[src/rtl/ps2_pkg.sv]
// ps2_pkg: shared PS/2 receiver types, frame constants and parity helper
package ps2_pkg;
  typedef enum logic [1:0] {IDLE, SHIFT, PARITY, STOP} ps2_state_t;
  localparam int FRAME_BITS = 11;
  function automatic logic odd_parity_ok(input logic [7:0] data, input logic p);
    return ^{data, p};
  endfunction
endpackage

[src/rtl/ps2_rx_channel.sv]
// ps2_rx_channel: one PS/2 receive channel with sync, edge detect, FSM, timeout and inhibit
module ps2_rx_channel
  import ps2_pkg::*;
#(
  parameter int SYNC_STAGES    = 2,
  parameter int TIMEOUT_CYCLES = 32000
) (
  input  logic       clk,
  input  logic       rst,
  input  logic       ps2_clk,
  input  logic       ps2_data,
  input  logic       inhibit,
  output logic       clk_oe,
  output logic [7:0] data,
  output logic       valid,
  output logic       err
);
  localparam int TW = $clog2(TIMEOUT_CYCLES);
  localparam logic [TW-1:0] TMAX = TW'(TIMEOUT_CYCLES - 1);
  logic [SYNC_STAGES-1:0] clk_sync, data_sync;
  logic clk_prev, fall, sd, par, par_n, valid_n, err_n;
  ps2_state_t state, state_n;
  logic [2:0] bitcnt, bitcnt_n;
  logic [7:0] shreg, shreg_n, data_n;
  logic [TW-1:0] tcnt, tcnt_n;
  assign sd   = data_sync[SYNC_STAGES-1];
  assign fall = clk_prev & ~clk_sync[SYNC_STAGES-1];
  always_comb begin
    state_n  = state;
    bitcnt_n = bitcnt;
    shreg_n  = shreg;
    par_n    = par;
    data_n   = data;
    valid_n  = 1'b0;
    err_n    = 1'b0;
    tcnt_n   = (state == IDLE || fall) ? '0 : tcnt + 1'b1;
    if (inhibit) begin
      state_n  = IDLE;
      bitcnt_n = '0;
      tcnt_n   = '0;
    end else if (fall) begin
      case (state)
        IDLE: begin
          err_n    = sd;
          state_n  = sd ? IDLE : SHIFT;
          bitcnt_n = '0;
        end
        SHIFT: begin
          shreg_n  = {sd, shreg[7:1]};
          bitcnt_n = bitcnt + 1'b1;
          state_n  = (bitcnt == 3'(FRAME_BITS - 4)) ? PARITY : SHIFT;
        end
        PARITY: begin
          par_n   = sd;
          state_n = STOP;
        end
        default: begin
          state_n = IDLE;
          valid_n = odd_parity_ok(shreg, par) && sd;
          err_n   = !valid_n;
          data_n  = valid_n ? shreg : data;
        end
      endcase
    end else if (state != IDLE && tcnt == TMAX) begin
      // stalled mid-frame: drop the partial byte
      state_n = IDLE;
      err_n   = 1'b1;
      tcnt_n  = '0;
    end
  end
  always_ff @(posedge clk) begin
    if (rst) begin
      clk_sync  <= '0;
      data_sync <= '0;
      clk_prev  <= 1'b0;
      state     <= IDLE;
      bitcnt    <= '0;
      shreg     <= '0;
      par       <= 1'b0;
      tcnt      <= '0;
      data      <= '0;
      valid     <= 1'b0;
      err       <= 1'b0;
      clk_oe    <= 1'b0;
    end else begin
      clk_sync  <= {clk_sync[SYNC_STAGES-2:0], ps2_clk};
      data_sync <= {data_sync[SYNC_STAGES-2:0], ps2_data};
      clk_prev  <= clk_sync[SYNC_STAGES-1];
      state     <= state_n;
      bitcnt    <= bitcnt_n;
      shreg     <= shreg_n;
      par       <= par_n;
      tcnt      <= tcnt_n;
      data      <= data_n;
      valid     <= valid_n;
      err       <= err_n;
      clk_oe    <= inhibit;
    end
  end
endmodule

[src/rtl/ps2_rx_multi.sv]
// ps2_rx_multi: N-channel PS/2 receiver with most-recent-byte arbitration and debug nibble mux
module ps2_rx_multi #(
  parameter int NUM_CH         = 2,
  parameter int SYNC_STAGES    = 2,
  parameter int TIMEOUT_CYCLES = 32000,
  parameter int DBG_W          = 4,
  localparam int CW            = (NUM_CH > 1) ? $clog2(NUM_CH) : 1
) (
  input  logic                  clk,
  input  logic                  rst,
  input  logic [NUM_CH-1:0]     ps2_clk,
  input  logic [NUM_CH-1:0]     ps2_data,
  input  logic [NUM_CH-1:0]     inhibit,
  output logic [NUM_CH-1:0]     ps2_clk_oe,
  output logic [NUM_CH*8-1:0]   rx_data,
  output logic [NUM_CH-1:0]     rx_valid,
  output logic [NUM_CH-1:0]     rx_err,
  output logic [7:0]            most_recent,
  output logic [CW-1:0]         most_recent_ch,
  input  logic [CW-1:0]         dbg_sel,
  input  logic                  dbg_hi,
  output logic [DBG_W-1:0]      dbg_out
);
  logic [7:0] rec_q;
  logic [CW-1:0] rec_ch_q;
  logic [3:0] nib;
  for (genvar i = 0; i < NUM_CH; i++) begin : g_ch
    ps2_rx_channel #(
      .SYNC_STAGES(SYNC_STAGES),
      .TIMEOUT_CYCLES(TIMEOUT_CYCLES)
    ) u_ch (
      .clk(clk),
      .rst(rst),
      .ps2_clk(ps2_clk[i]),
      .ps2_data(ps2_data[i]),
      .inhibit(inhibit[i]),
      .clk_oe(ps2_clk_oe[i]),
      .data(rx_data[8*i +: 8]),
      .valid(rx_valid[i]),
      .err(rx_err[i])
    );
  end
  // scan downwards so the lowest strobing channel wins
  always_comb begin
    most_recent    = rec_q;
    most_recent_ch = rec_ch_q;
    for (int i = NUM_CH - 1; i >= 0; i--)
      if (rx_valid[i]) begin
        most_recent    = rx_data[8*i +: 8];
        most_recent_ch = CW'(i);
      end
  end
  always_comb begin
    nib = '0;
    for (int i = 0; i < NUM_CH; i++)
      if (dbg_sel == CW'(i)) nib = dbg_hi ? rx_data[8*i+4 +: 4] : rx_data[8*i +: 4];
  end
  always_ff @(posedge clk) begin
    if (rst) begin
      rec_q    <= '0;
      rec_ch_q <= '0;
      dbg_out  <= '0;
    end else begin
      rec_q    <= most_recent;
      rec_ch_q <= most_recent_ch;
      dbg_out  <= DBG_W'(nib);
    end
  end
endmodule

[config.mk]
export PLATFORM = sky130hd
export DESIGN_NAME = ps2_rx_multi
export DESIGN_NICKNAME = d
export VERILOG_FILES = /design/src/rtl/ps2_pkg.sv /design/src/rtl/ps2_rx_channel.sv /design/src/rtl/ps2_rx_multi.sv
export SDC_FILE = /design/constraint.sdc
export NUM_CORES = 1
export LEC_CHECK = 0
export CAP_MARGIN = 20
export CORE_AREA = 2 2 131 133
export CTS_CLUSTER_DIAMETER = 150
export DETAILED_ROUTE_END_ITERATION = 7
export DIE_AREA = 0 0 133 135
export GPL_TIMING_DRIVEN = 0
export PLACE_DENSITY_LB_ADDON = 0.2
export SLEW_MARGIN = 0
export SYNTH_ARGS = -nofsm -noshare
export SYNTH_HDL_FRONTEND = slang
export SYNTH_SLANG_ARGS = --single-unit
[constraint.sdc]
create_clock -name clk -period 2.44 [get_ports clk]
set_input_delay 0.366 -clock clk [delete_from_list [all_inputs] [get_ports clk]]
set_output_delay 0.366 -clock clk [all_outputs]
set_load 0.03 [all_outputs]
### Word level (Yosys, flattened, before mapping)

Index checks and enable logic that the tools add are counted.

| storage, ports and cells | value |
|---|---|
| word-level logic and storage cells | 114 |
| bits in registers | 103 |

| cells by class | value |
|---|---|
| add/sub/neg operators | 4 |
| reductions and logical operators | 34 |
| bitwise gates (word level) | 10 |
| mux-type cells | 31 |
| equal/unequal tests | 8 |

Operator list:

| cell | count |
|---|---|
| 15-bit 2-to-1 mux | 6 |
| 15-bit by 1-bit adder with 15-bit output (second input constant) | 2 |
| 15-bit == test (second input constant) | 2 |
| 9-bit XOR reduction | 2 |
| 8-bit 2-to-1 mux | 2 |
| 2-bit 2-to-1 mux | 6 |
| 4-bit 2-to-1 mux | 3 |
| 2-bit one-hot mux with 3 select lines | 2 |
| 3-bit one-hot mux with 2 select lines | 2 |
| 3-bit AND reduction | 4 |
| 2-bit nonzero test | 6 |
| 6-bit OR reduction | 2 |
| 1-bit 2-to-1 mux | 8 |
| 1-bit inverter | 8 |
| 4-bit AND reduction | 2 |
| 2-bit OR reduction | 4 |
| 3-bit by 1-bit adder with 3-bit output (second input constant) | 2 |
| 3-bit == test (second input constant) | 2 |
| 3-bit OR reduction | 2 |
| 2-bit by 1-bit == test with 1-bit output (second input constant) | 2 |
| 2-bit == test (second input constant) | 2 |
| 1-bit logical AND | 4 |
| 2-bit zero test | 2 |
| 1-bit one-hot mux with 2 select lines | 2 |
| 4 further kinds | 8 |

### Logic depth before layout (Yosys ltp)

Gate-level depths: netlist (run 1).

| depth | value |
|---|---|
| depth after elaboration | 6 |
| depth in mapped cells | 7 |

### Hierarchy

A second synthesis (run 1) with hierarchy kept.

| second synthesis, totals | value |
|---|---|
| cell total of the unflattened synthesis | 473 |
| area total of the unflattened synthesis | 4688.2 um2 |

By module, submodules not included:

| module | cells each | area an instance (um2) | instances |
|---|---|---|---|
| ps2_rx_channel | 206 | 2008.2 | 2 |
| ps2_rx_multi | 61 | 671.9 | 1 |

### Worst setup path after synthesis (run 1)

No wires, ideal clock.

| path | value |
|---|---|
| path type | flip-flop to output port |
| start point | register g_ch[1].u_ch.valid |
| end point | output port most_recent[0] |
| path slack | 523 ps |
| data arrival time | 1551 ps |
| stages on the path, launching flop included | 4 |
| required time | 2074 ps |
| cell sequence | dfxtp_1 > clkbuf_1 > mux2i_1 > o21ai_0 |

| on the way | value |
|---|---|
| word-level cells in the longest chain between the ends | 2 |

RTL lines:

| element | RTL line | text |
|---|---|---|
| start: declaration | ps2_rx_channel.sv:15 | `output logic valid,` |
| start signal: assignment | ps2_rx_channel.sv:95 | `valid <= valid_n;` |
| 8-bit 2-to-1 mux (2 in series) | ps2_rx_multi.sv:48 | `if (rx_valid[i]) begin` |
| end: declaration | ps2_rx_multi.sv:18 | `output logic [7:0] most_recent,` |

Every way passes these cells.

### Worst setup path after layout (run 1)

| path | value |
|---|---|
| start point | register g_ch[0].u_ch.valid |
| end point | output port most_recent_ch |

| on the way | value |
|---|---|
| word-level cells in the longest chain between the ends | 1 |

RTL lines:

| element | RTL line | text |
|---|---|---|
| start: declaration | ps2_rx_channel.sv:15 |  |
| start signal: assignment | ps2_rx_channel.sv:95 |  |
| 1-bit 2-to-1 mux | ps2_rx_multi.sv:48 |  |
| end: declaration | ps2_rx_multi.sv:19 | `output logic [CW-1:0] most_recent_ch,` |

Every way passes these cells.

==> flow_summary.json, run 1 <==
{
  "drt_iter0_drc": 181,
  "yosysSeqAreaShare_pct": 46.88,
  "drt_pass1_iterations": 4,
  "cp_top_family": "buffers and inverters",
  "finalSetupViolations": 0,
  "fin_skew_ps": 4.861,
  "syn_area_mm2": 0.004398,
  "cts_max_path_buffers": 2,
  "area.sequential_mm2": 0.002062,
  "place_congestion": 0.7569,
  "grt_pass1_vias": 3244,
  "route.detailed.wl_per_inst_um": 13.17,
  "layout-drive-gt1-share_pct": 6.831,
  "synth_cells": 468,
  "crit_slowest_cell": "clkdlybuf4s50_1",
  "final_nets": 538,
  "vias": 3306,
  "synth_warnings": 0,
  "netlist-cell-type-count": 44,
  "cts_made_buffers": 9,
  "fin_ws_ps": 127.4,
  "final_cells": 747,
  "tightest_slew_ps": 790.8,
  "die_h_um": 135,
  "synth_edf_count": 0,
  "die_area_mm2": 0.01796,
  "area_growth_pct": 22.16,
  "cts.sinks": 103,
  "clock_latency_ps": 350,
  "critPathArrivalTime_ps": 1950,
  "hold-worst-slack_ps": 435.3,
  "cts_root_buffer": "clkbuf_16",
  "critPathKind": "reg -> out",
  "io_buffers": 43,
  "start_util_pct": 26.81,
  "io_pins": 45,
  "crit_buf_inv": 3,
  "maxCapViolCount": 0,
  "slew_viol_final": 0,
  "postCtsSetupBuffers": 0,
  "drcViolationCount": 0,
  "critPathLaunchType": "register",
  "hpwl_um": 7166,
  "total_leakage_power_nw": 1.866,
  "cp-end-kind": "output pin",
  "cp_data_required_time_ps": 2070,
  "vdd_ir_drop_max_v": 0.0003341,
  "synth.net_count": 484,
  "synth-main-ff-cell": "dfxtp_1",
  "outcome": "finished, final reports clean",
  "hp-class": "reg -> reg",
  "core.rowCount": 47,
  "htree_levels": 3,
  "place_area_mm2": 0.005104,
  "grt_remaining_overflow": 0,
  "preCtsSetupSlack_ps": -60.95,
  "crit_path_max_fanout": 10,
  "fin_setup_tns_ps": 0,
  "die_w_um": 133,
  "grt_pass1_wl_um": 16600,
  "timing.final.crit_share_pct": 94.78,
  "clock.fmax_ghz": 0.4324,
  "tritoncts": "done",
  "async_reset_ff_share_pct": 0,
  "grt_antenna_before_repair": 0,
  "worstPathCellList": "clkbuf_1, clkbuf_2, nor2_1, clkdlybuf4s50_1",
  "antenna_cells": 0,
  "p_per_area_mw_per_mm2": 587.3,
  "syn_area_per_cell_um2": 9.397,
  "multi_input_area_mm2": 0.002158,
  "grt_max_degree": 17,
  "viasPerCell": 4.426,
  "wirelength_um": 9841,
  "rsz0062_at_grt": "no",
  "core_area_mm2": 0.01641,
  "post-route-min-period_ps": 2313,
  "slew-limit-headroom_pct": 46.99,
  "ant_nets": 0,
  "fill_cells": 1698,
  "place_inst": 731,
  "hold_viol": 0,
  "path_clk_slew_ps": 70,
  "grt_use_total_pct": 11.71,
  "finalInstanceArea_mm2": 0.005373,
  "max_stage_delay_ps": 590,
  "synth-seq-cells": 103
}
[synth_stat cells (2+ instances only)]
cell type / instances / area share [%]
nand2b_1: 19 / 2.7
nor2_1: 61 / 5.2
nor3b_1: 2 / 0.34
a21oi_1: 22 / 2.5
xnor2_1: 19 / 3.8
nand3_1: 29 / 3.3
and3_1: 2 / 0.28
nand3b_1: 4 / 0.68
buf_4: 6 / 1.0
o211ai_1: 2 / 0.34
o21ai_0: 16 / 1.8
nand2_1: 27 / 2.3
dfxtp_1: 103 / 47
nor4_1: 4 / 0.57
mux2i_1: 34 / 7.7
mux4_2: 4 / 2.0
nor2b_1: 27 / 3.8
nor3_1: 8 / 0.91
ha_1: 6 / 1.7
xor2_1: 17 / 3.4
clkbuf_1: 18 / 1.5
buf_2: 3 / 0.34
nand4_1: 6 / 0.85
inv_1: 8 / 0.68
or3_1: 2 / 0.28
[state kept, by name, summed over array words and instances, names as in the netlist]
signal and flops:
rec_q 8, g_ch.u_ch.clk_oe 2, g_ch.u_ch.state 4, g_ch.u_ch.par 2
g_ch.u_ch.err 2, rec_ch_q 1, g_ch.u_ch.clk_prev 2, g_ch.u_ch.shreg 16
g_ch.u_ch.data 16, dbg_out 4, g_ch.u_ch.valid 2, g_ch.u_ch.clk_sync 4
g_ch.u_ch.tcnt 30, g_ch.u_ch.bitcnt 6, g_ch.u_ch.data_sync 4
[logic make-up after synthesis]
family,Yosys count,synth area share [%]
buf+inv,37,4.040
compound gates,46,5.747
flops,103,46.88
xor+xnor,39,8.762
fa+ha+maj,6,1.707
mux,39,10.30
simple gates,198,22.56
[final timing paths]
path                                               start                        to  slack [ps]  depth (start not counted)
worst min-delay path            g_ch[1].u_ch.clk_sync[0]  g_ch[1].u_ch.clk_sync[1]         440                          1
worst max-delay path                  g_ch[0].u_ch.valid            most_recent_ch         130                          4
worst max register to register      g_ch[1].u_ch.tcnt[0]      g_ch[1].u_ch.tcnt[9]         390                          7
worst min register to register  g_ch[1].u_ch.clk_sync[0]  g_ch[1].u_ch.clk_sync[1]         440                          1
[power breakdown]
part	leakage (nW)	total [mW]	switching, mW	internal, mW
Sequential	0.832	1.69	0.00481	1.69
Clock	0.132	1.37	0.654	0.719
Combinational	0.903	0.0879	0.0493	0.0386
[cell type report]
type / count / share of cell area [%]
multi-input combinational: 328 / 40.17
buffer: 29 / 2.795
inverter: 8 / 0.5589
tap: 220 / 5.123
sequential: 103 / 38.38
clock buffer: 11 / 4.518
clock inverter: 5 / 0.6288
timing repair buffer: 43 / 7.825
[metal layers]
| metal | GRT usage (%) | routed length [um] |
|---|---|---|
| met3 | 1.802 | 172 |
| met1 | 15.76 | 4956 |
| met2 | 18.22 | 4489 |
| met4 | 6.093 | 223 |
| met5 | 0 | 0 |
[per-stage QoR]
stage          total power, mW  utilization, %
2_1_floorplan            1.782               -
3_3_place_gp             1.821           31.11
3_5_place_dp             1.822           31.11
4_1_cts                  3.202           32.75
5_1_grt                  3.272           32.75
6_report                 3.155           32.75
[placed cells by master, fill, tap and decap left out, types with 19 or more instances in the layout]
cell type | Yosys | layout
nand3_1 | 29 | 29
a21oi_1 | 22 | 22
clkdlybuf4s50_1 | 0 | 35
mux2i_1 | 34 | 34
nand2b_1 | 19 | 19
nor2_1 | 61 | 61
dfxtp_1 | 103 | 103
nor2b_1 | 27 | 27
xnor2_1 | 19 | 19
nand2_1 | 27 | 27
[timing repair]
| item | CTS | global route |
|---|---|---|
| resized for setup | 10 | 0 |
| hold buffers | 0 | 0 |
| setup endpoints to repair | 9 | 0 |
Note: power is estimated with default switching activity, not from simulation.
==> run 2, diff against run 1 <==
Settings changed: CTS_CLUSTER_DIAMETER 150 to 40, GPL_ROUTABILITY_DRIVEN set to 0.
==> results of run 2 <==
The final DEF is identical to that of run 1; final timing and power are the same.
